--- src/rtl/prefetch_fetcher_pkg.sv ---
// ============================================================================
// Module   : fetch_pkg
// Purpose  : Shared types and constants for the prefetching instruction fetcher.
// Revision : 1.0
// ============================================================================
`default_nettype none

package fetch_pkg;

  localparam logic [31:0] NOP_INSTR = 32'h0000_0013;

  typedef enum logic [1:0] {
    IDLE  = 2'd0,
    REQ   = 2'd1,
    DRAIN = 2'd2
  } fetch_state_t;

  typedef struct packed {
    logic [31:0] pc;
    logic [31:0] instr;
  } fetch_entry_t;

endpackage

`default_nettype wire

--- src/rtl/prefetch_fetcher_if.sv ---
// ============================================================================
// Module   : prefetch_fetcher_if
// Purpose  : Memory-side and decoder-side signal bundle of the fetcher.
// Revision : 1.0
// ============================================================================
`default_nettype none

interface prefetch_fetcher_if #(
  parameter int unsigned XLEN = 32
);
  logic            mem_valid;
  logic            mem_instr;
  logic            mem_ready;
  logic [XLEN-1:0] mem_addr;
  logic [XLEN-1:0] mem_wdata;
  logic [3:0]      mem_wstrb;
  logic [XLEN-1:0] mem_rdata;
  logic            redirect_valid;
  logic [XLEN-1:0] redirect_pc;
  logic            fetcher_valid;
  logic            decoder_ready;
  logic [XLEN-1:0] instr;
  logic [XLEN-1:0] fetcher_pc;

  modport master (
    output mem_valid, mem_instr, mem_addr, mem_wdata, mem_wstrb,
    input  mem_ready, mem_rdata,
    input  redirect_valid, redirect_pc,
    output fetcher_valid, instr, fetcher_pc,
    input  decoder_ready
  );

  modport slave (
    input  mem_valid, mem_instr, mem_addr, mem_wdata, mem_wstrb,
    output mem_ready, mem_rdata,
    output redirect_valid, redirect_pc,
    input  fetcher_valid, instr, fetcher_pc,
    output decoder_ready
  );
endinterface

`default_nettype wire

--- src/rtl/prefetch_fetcher_fetch_queue.sv ---
// ============================================================================
// Module   : fetch_queue
// Purpose  : Circular prefetch buffer of {pc, instr} entries with flush.
// Revision : 1.0
// ============================================================================
`default_nettype none

module fetch_queue
  import fetch_pkg::*;
#(
  parameter  int unsigned DEPTH = 4,
  localparam int unsigned PTR_W = $clog2(DEPTH),
  localparam int unsigned CNT_W = PTR_W + 1
) (
  input  wire logic         clk,
  input  wire logic         reset,
  input  wire logic         flush,
  input  wire logic         push,
  input  fetch_entry_t      push_entry,
  input  wire logic         pop,
  output fetch_entry_t      head,
  output logic [CNT_W-1:0]  count
);

  fetch_entry_t     mem_q [DEPTH];
  fetch_entry_t     mem_d [DEPTH];
  logic [PTR_W-1:0] rd_ptr_q, rd_ptr_d;
  logic [PTR_W-1:0] wr_ptr_q, wr_ptr_d;
  logic [CNT_W-1:0] count_q, count_d;
  logic             full;
  logic             do_push;
  logic             do_pop;

  // Flush wins over both push and pop; a full queue still accepts a push when
  // the head leaves in the same cycle.
  always_comb begin
    full     = (count_q == CNT_W'(DEPTH));
    do_pop   = pop && !flush && (count_q != '0);
    do_push  = push && !flush && (!full || do_pop);
    mem_d    = mem_q;
    rd_ptr_d = rd_ptr_q;
    wr_ptr_d = wr_ptr_q;
    count_d  = count_q;
    if (flush) begin
      rd_ptr_d = '0;
      wr_ptr_d = '0;
      count_d  = '0;
    end else begin
      if (do_push) begin
        mem_d[wr_ptr_q] = push_entry;
        wr_ptr_d        = wr_ptr_q + PTR_W'(1);
      end
      if (do_pop) begin
        rd_ptr_d = rd_ptr_q + PTR_W'(1);
      end
      count_d = count_q + CNT_W'(do_push) - CNT_W'(do_pop);
    end
  end

  always_ff @(posedge clk or posedge reset) begin
    if (reset) begin
      for (int i = 0; i < DEPTH; i++) begin
        mem_q[i] <= '0;
      end
      rd_ptr_q <= '0;
      wr_ptr_q <= '0;
      count_q  <= '0;
    end else begin
      mem_q    <= mem_d;
      rd_ptr_q <= rd_ptr_d;
      wr_ptr_q <= wr_ptr_d;
      count_q  <= count_d;
    end
  end

  assign head  = mem_q[rd_ptr_q];
  assign count = count_q;

endmodule

`default_nettype wire

--- src/rtl/prefetch_fetcher.sv ---
// ============================================================================
// Module   : prefetch_fetcher
// Purpose  : Sequential instruction prefetcher with redirect, feeding a decoder.
// Revision : 1.0
// ============================================================================
`default_nettype none

module prefetch_fetcher
  import fetch_pkg::*;
#(
  parameter int unsigned DEPTH    = 4,
  parameter logic [31:0] RESET_PC = 32'h0000_0000,
  parameter int unsigned XLEN     = 32
) (
  input wire logic            clk,
  input wire logic            reset,
  prefetch_fetcher_if.master  bus
);

  localparam int unsigned CNT_W = $clog2(DEPTH) + 1;

  fetch_state_t     state_q, state_d;
  logic             mem_valid_q, mem_valid_d;
  logic [XLEN-1:0]  mem_addr_q, mem_addr_d;
  logic [XLEN-1:0]  fetch_pc_q, fetch_pc_d;

  logic [XLEN-1:0]  redir_pc;
  logic             q_push;
  logic             q_pop;
  logic             q_valid;
  logic [CNT_W-1:0] q_count;
  logic [CNT_W-1:0] cnt_after_pop;
  logic             room_after;
  fetch_entry_t     q_head;
  fetch_entry_t     q_in;

  assign redir_pc      = bus.redirect_pc & ~XLEN'(3);
  assign q_valid       = (q_count != '0);
  assign q_pop         = q_valid && bus.decoder_ready;
  assign cnt_after_pop = q_count - CNT_W'(q_pop);
  // The next request needs a free slot beyond the one this handshake fills.
  assign room_after    = (cnt_after_pop < CNT_W'(DEPTH - 1));
  assign q_in          = '{pc: fetch_pc_q, instr: bus.mem_rdata};

  // In REQ, mem_addr always equals fetch_pc; in DRAIN, mem_addr is the stale
  // in-flight address while fetch_pc already holds the redirect target.
  always_comb begin
    state_d     = state_q;
    mem_valid_d = mem_valid_q;
    mem_addr_d  = mem_addr_q;
    fetch_pc_d  = fetch_pc_q;
    q_push      = 1'b0;
    unique case (state_q)
      IDLE: begin
        if (bus.redirect_valid) begin
          fetch_pc_d = redir_pc;
        end
        if (bus.redirect_valid || (q_count < CNT_W'(DEPTH))) begin
          mem_valid_d = 1'b1;
          mem_addr_d  = fetch_pc_d;
          state_d     = REQ;
        end
      end
      REQ: begin
        if (bus.redirect_valid) begin
          fetch_pc_d = redir_pc;
          if (bus.mem_ready) begin
            mem_addr_d = redir_pc;
          end else begin
            state_d = DRAIN;
          end
        end else if (bus.mem_ready) begin
          q_push     = 1'b1;
          fetch_pc_d = fetch_pc_q + XLEN'(4);
          mem_addr_d = fetch_pc_q + XLEN'(4);
          if (!room_after) begin
            mem_valid_d = 1'b0;
            state_d     = IDLE;
          end
        end
      end
      DRAIN: begin
        if (bus.redirect_valid) begin
          fetch_pc_d = redir_pc;
        end
        if (bus.mem_ready) begin
          mem_addr_d = fetch_pc_d;
          state_d    = REQ;
        end
      end
      default: begin
        mem_valid_d = 1'b0;
        state_d     = IDLE;
      end
    endcase
  end

  always_ff @(posedge clk or posedge reset) begin
    if (reset) begin
      state_q     <= IDLE;
      mem_valid_q <= 1'b0;
      mem_addr_q  <= RESET_PC;
      fetch_pc_q  <= RESET_PC;
    end else begin
      state_q     <= state_d;
      mem_valid_q <= mem_valid_d;
      mem_addr_q  <= mem_addr_d;
      fetch_pc_q  <= fetch_pc_d;
    end
  end

  fetch_queue #(
    .DEPTH (DEPTH)
  ) u_queue (
    .clk        (clk),
    .reset      (reset),
    .flush      (bus.redirect_valid),
    .push       (q_push),
    .push_entry (q_in),
    .pop        (q_pop),
    .head       (q_head),
    .count      (q_count)
  );

  assign bus.mem_valid     = mem_valid_q;
  assign bus.mem_instr     = mem_valid_q;
  assign bus.mem_addr      = mem_addr_q;
  assign bus.mem_wdata     = '0;
  assign bus.mem_wstrb     = '0;
  assign bus.fetcher_valid = q_valid;
  assign bus.instr         = q_valid ? q_head.instr : '0;
  assign bus.fetcher_pc    = q_valid ? q_head.pc    : '0;

endmodule

`default_nettype wire

--- src/flat_wrapper.sv ---
// flat-port wrapper written by rule: the top's interface ports become plain ports
module prefetch_fetcher_flat import fetch_pkg::*;
#(
  parameter int unsigned DEPTH    = 4,
  parameter logic [31:0] RESET_PC = 32'h0000_0000,
  parameter int unsigned XLEN     = 32
)
  (clk, reset, bus_mem_valid, bus_mem_instr, bus_mem_addr, bus_mem_wdata, bus_mem_wstrb, bus_mem_ready, bus_mem_rdata, bus_redirect_valid, bus_redirect_pc, bus_fetcher_valid, bus_instr, bus_fetcher_pc, bus_decoder_ready);
  prefetch_fetcher_if #(.XLEN(XLEN)) bus_i ();
  input wire logic clk;
  input wire logic reset;
  output wire logic [$bits(bus_i.mem_valid)-1:0] bus_mem_valid;
  output wire logic [$bits(bus_i.mem_instr)-1:0] bus_mem_instr;
  output wire logic [$bits(bus_i.mem_addr)-1:0] bus_mem_addr;
  output wire logic [$bits(bus_i.mem_wdata)-1:0] bus_mem_wdata;
  output wire logic [$bits(bus_i.mem_wstrb)-1:0] bus_mem_wstrb;
  input wire logic [$bits(bus_i.mem_ready)-1:0] bus_mem_ready;
  input wire logic [$bits(bus_i.mem_rdata)-1:0] bus_mem_rdata;
  input wire logic [$bits(bus_i.redirect_valid)-1:0] bus_redirect_valid;
  input wire logic [$bits(bus_i.redirect_pc)-1:0] bus_redirect_pc;
  output wire logic [$bits(bus_i.fetcher_valid)-1:0] bus_fetcher_valid;
  output wire logic [$bits(bus_i.instr)-1:0] bus_instr;
  output wire logic [$bits(bus_i.fetcher_pc)-1:0] bus_fetcher_pc;
  input wire logic [$bits(bus_i.decoder_ready)-1:0] bus_decoder_ready;
  assign bus_mem_valid = bus_i.mem_valid;
  assign bus_mem_instr = bus_i.mem_instr;
  assign bus_mem_addr = bus_i.mem_addr;
  assign bus_mem_wdata = bus_i.mem_wdata;
  assign bus_mem_wstrb = bus_i.mem_wstrb;
  assign bus_i.mem_ready = bus_mem_ready;
  assign bus_i.mem_rdata = bus_mem_rdata;
  assign bus_i.redirect_valid = bus_redirect_valid;
  assign bus_i.redirect_pc = bus_redirect_pc;
  assign bus_fetcher_valid = bus_i.fetcher_valid;
  assign bus_instr = bus_i.instr;
  assign bus_fetcher_pc = bus_i.fetcher_pc;
  assign bus_i.decoder_ready = bus_decoder_ready;
  prefetch_fetcher #(.DEPTH(DEPTH), .RESET_PC(RESET_PC), .XLEN(XLEN)) u_core (.clk(clk), .reset(reset), .bus(bus_i));
endmodule
--- config.mk ---
export PLATFORM = sky130hd
export DESIGN_NAME = prefetch_fetcher_flat
export DESIGN_NICKNAME = d
export VERILOG_FILES = /design/src/rtl/prefetch_fetcher_pkg.sv /design/src/rtl/prefetch_fetcher_if.sv /design/src/rtl/prefetch_fetcher_fetch_queue.sv /design/src/rtl/prefetch_fetcher.sv /design/src/flat_wrapper.sv
export SDC_FILE = /design/constraint.sdc
export NUM_CORES = 1
export LEC_CHECK = 0
export CORE_MARGIN = 3
export CORE_UTILIZATION = 35
export DETAILED_ROUTE_END_ITERATION = 10
export SETUP_SLACK_MARGIN = 0.1
export SYNTH_ARGS = -nofsm -noshare
export SYNTH_HDL_FRONTEND = slang
export SYNTH_SLANG_ARGS = --single-unit
export TNS_END_PERCENT = 1
--- constraint.sdc ---
create_clock -name clk -period 13.6 [get_ports clk]
set_input_delay 2.72 -clock clk [delete_from_list [all_inputs] [get_ports clk]]
set_output_delay 2.72 -clock clk [all_outputs]
set_load 0.01 [all_outputs]
==> results.sh <==
export IMPL_stdcell_count=2147
export IMPL_total_power_w=0.004616
export IMPL_ys_ff_latch=330
export IMPL_slowest_delay_ns=0.87
export IMPL_grt_util_met2_pct=27.10
export IMPL_cp_start_kind="flop"
export IMPL_tns_ns=0
export IMPL_htree_levels=2
export IMPL_placedCellCount=2076
export IMPL_final_common_cell="dfrtp_1"
export IMPL_syn_area_um2=17900
export IMPL_first_pass_iters=5
export IMPL_antenna_found_initial=1
export IMPL_drtAntennaViolNets=0
export IMPL_cp_cell_sequence="buf_4, mux4_2, and2_1, clkdlybuf4s50_1"
export IMPL_rsz0062_at_grt="false"
export IMPL_die_y_um=232.1
export IMPL_busiest_layer="met2"
export IMPL_synth_mux_area_share_pct=29.49
export IMPL_synth_xor_area_share_pct=1.615
export IMPL_fin_nets=1524
export IMPL_reg2reg_from="u_core.u_queue.count[2]"
export IMPL_cellPowerDensity_nw_per_um2=219.2
export IMPL_clock_fmax_mhz=160.0
export IMPL_grt_first_pass_wirelength_mm=73.60
export IMPL_hold_depth=2
export IMPL_root_buffer="clkbuf_16"
export IMPL_synth_simple_gate_area_share_pct=10.41
export IMPL_cts_hold_buf=0
export IMPL_setup_viol=0
export IMPL_p_clk_share_pct=24.3
export IMPL_crit_family="buffers and inverters"
export IMPL_die_w_um=232.1
export IMPL_use_met3_pct=2.686
export IMPL_ios=204
export IMPL_syn_to_final_growth_pct=17.63
export IMPL_hold_violations=0
export IMPL_drive_gt1_share_pct=28.22
export IMPL_p_seq_share_pct=37.2
export IMPL_leakage_nw=9.589
export IMPL_outcome="complete, no violations"
export IMPL_worstSkewPairLatency_ns=0.54
export IMPL_p_int_w=0.003113
export IMPL_holdCritStartpoint="u_core.bus.mem_addr[1]"
export IMPL_slew_headroom_pct=16.96
export IMPL_power_switching_w=0.001503
export IMPL_vdd_drop_max_mv=0.08439
export IMPL_cts_buffers=39
export IMPL_maxCapViolCount=0
export IMPL_fin_crit_ns=6.249
export IMPL_clock_path_buffers=3
export IMPL_wl_mm=46.65
export IMPL_synth_edf_count=0
export IMPL_dpl_hpwl_mm=27.44
export IMPL_cts_tree="yes"
export IMPL_r2r_setup_slack_ns=10.74
export IMPL_avgRoutedWirePerCell_um=21.73
export IMPL_fin_crit_sh_pct=45.95
export IMPL_grt_util_all_layers_pct=17.47
export IMPL_synth_compound_area_share_pct=6.068
export IMPL_cp_end_kind="output pin"
export IMPL_critPathRequiredTime_ns=10.88
export IMPL_core_area_um2=50380
export IMPL_reg2regPathDepth=10
export IMPL_post_cts_resized=0
export IMPL_port_buffers=165
export IMPL_clkTransAtPathRegs_ns=0.06
export IMPL_synth_top_family_by_area="multiplexers"
export IMPL_synthFlopType="dfrtp_1"
export IMPL_dieArea_um2=53880
export IMPL_via_count=11358
export IMPL_dr_first_iter_drc_count=889
export IMPL_via_per_inst=5.290
export IMPL_rows=82
export IMPL_first_global_vias=11918
export IMPL_ys_warn_count=0
export IMPL_ys_types=74
export IMPL_synth_seq_area_share_pct=46.14
export IMPL_hold_path_end="u_core.bus.mem_addr[1]"
export IMPL_hp_class="reg -> reg"
export IMPL_syn_inst=1342
export IMPL_finClkSkew_ns=0.01588
export IMPL_worstPathMaxFanout=39
export IMPL_grt_overflow_total=0
export IMPL_switching_share_pct=32.56
export IMPL_grt_use_met1_pct=25.38
export IMPL_cp_arrival_ns=3.53
export IMPL_ys_async_sr_fraction_pct=100.0
export IMPL_n_fill_cell=4702
export IMPL_route_detailed_drc=0
export IMPL_final_cell_mix="dfrtp_1 (327), mux2_4 (240), clkdlybuf4s50_1 (164), nor2_1 (95), and2_1 (69)"
export IMPL_cts_sinks=330
export IMPL_synth_area_per_cell_um2=13.34
export IMPL_crit_type="reg -> out"
export IMPL_drv_slew=0
export IMPL_tightest_slew_ns=1.219
export IMPL_crit_slowest_cell="dfrtp_4"
export IMPL_start_util_pct=35.53
export IMPL_grt_max_degree=158
export IMPL_crit_buf_inv=2
export IMPL_r2r_end="u_core.u_queue.count[2]"
export IMPL_p_comb_share_pct=38.6
export IMPL_post_cts_setup_buffers=0
export IMPL_synthAdderAreaFrac_pct=0.7411
export IMPL_gp_congestion=0.8164
[worst min-delay path, stage by stage (launching register included)]
cell and delay, ns:
dfrtp_1 0.34, nand2_1 0.05, nand2_1 0.05
[flip-flops by register name, indices dropped and copies added, names as in the netlist]
name	cells
u_core.bus.mem_addr	32
u_core.bus.mem_instr	1
u_core.fetch_pc_q	32
u_core.state_q	2
u_core.u_queue.count	3
u_core.u_queue.mem_q	256
u_core.u_queue.rd_ptr_q	2
u_core.u_queue.wr_ptr_q	2
[Yosys cell counts, drive strengths merged (9+ instances only)]
library cell	count	area, um^2
a21oi	34	170.2
a221oi	20	193.9
and2	69	431.7
and3	10	63.81
buf	98	748.2
clkbuf	49	186.4
dfrtp	330	8258
ha	9	112.6
inv	14	52.55
mux2	258	3806
mux4	64	1441
nand2	60	300.3
nand3	22	120.1
nand4	12	93.84
nor2	96	376.6
nor3	19	126.4
o21ai	15	75.07
o221ai	13	113.9
o22ai	18	112.6
o31ai	11	82.58
xnor2	24	210.2
xor2	9	78.83
[power groups by stage]
stage	Sequential, W	Clock (W)	Combinational [W]
after detailed placement	0.00172	0	0.00180
after global placement	0.00170	0	0.00177
after floorplan	0.00153	0	0.00135
after global routing	0.00177	0.00119	0.00193
final	0.00172	0.00112	0.00178
after CTS	0.00171	0.00115	0.00181
[through the flow]
step	setup slack (ns)	hold WS (ns)	area, um^2	util [%]
after floorplan	1.740	0.4587	18030	-
after global placement	7.791	0.4608	19700	39.10
after detailed placement	7.787	0.4646	19700	39.10
after CTS	7.174	0.4767	21050	41.79
after global routing	7.060	0.5053	21050	41.79
final	7.351	0.4711	21050	41.79
[routing by layer]
layer	vias to the layer above	routed length [um]
met4	2	1016
met1	5956	21810
met5	-	12
met3	63	2359
li1	4991	-
met2	346	21450
[cells by family after synthesis]
group / after synthesis
flops: 330
simple gates: 329
mux: 325
buf+inv: 161
compound gates: 153
xor+xnor: 33
fa+ha+maj: 10
other cells: 1
[worst max path at each step]
stage | startpoint | endpoint | cells past startpoint
6_report | u_core.u_queue.rd_ptr_q[0] | bus_fetcher_pc[28] | 4
5_1_grt | u_core.u_queue.rd_ptr_q[0] | bus_fetcher_pc[25] | 4
4_1_cts | u_core.u_queue.rd_ptr_q[0] | bus_fetcher_pc[23] | 4
3_5_place_dp | u_core.u_queue.rd_ptr_q[0] | bus_fetcher_pc[23] | 4
3_3_place_gp | u_core.u_queue.rd_ptr_q[0] | bus_fetcher_pc[23] | 4
2_1_floorplan | reset | u_core.bus.mem_addr[0] | 1
[cell type report]
| cell class | instances | area, um^2 | share of cell area, % |
|---|---|---|---|
| Multi-Input combinational cell | 886 | 8801 | 41.80 |
| Sequential cell | 330 | 8267 | 39.27 |
| Timing Repair Buffer | 174 | 1727 | 8.202 |
| Clock buffer | 56 | 1132 | 5.379 |
| Tap cell | 672 | 840.8 | 3.994 |
| Clock inverter | 14 | 222.7 | 1.058 |
| Inverter | 14 | 60.06 | 0.2853 |
| Antenna cell | 1 | 2.502 | 0.01189 |
Note: power is estimated with default switching activity, not from simulation.
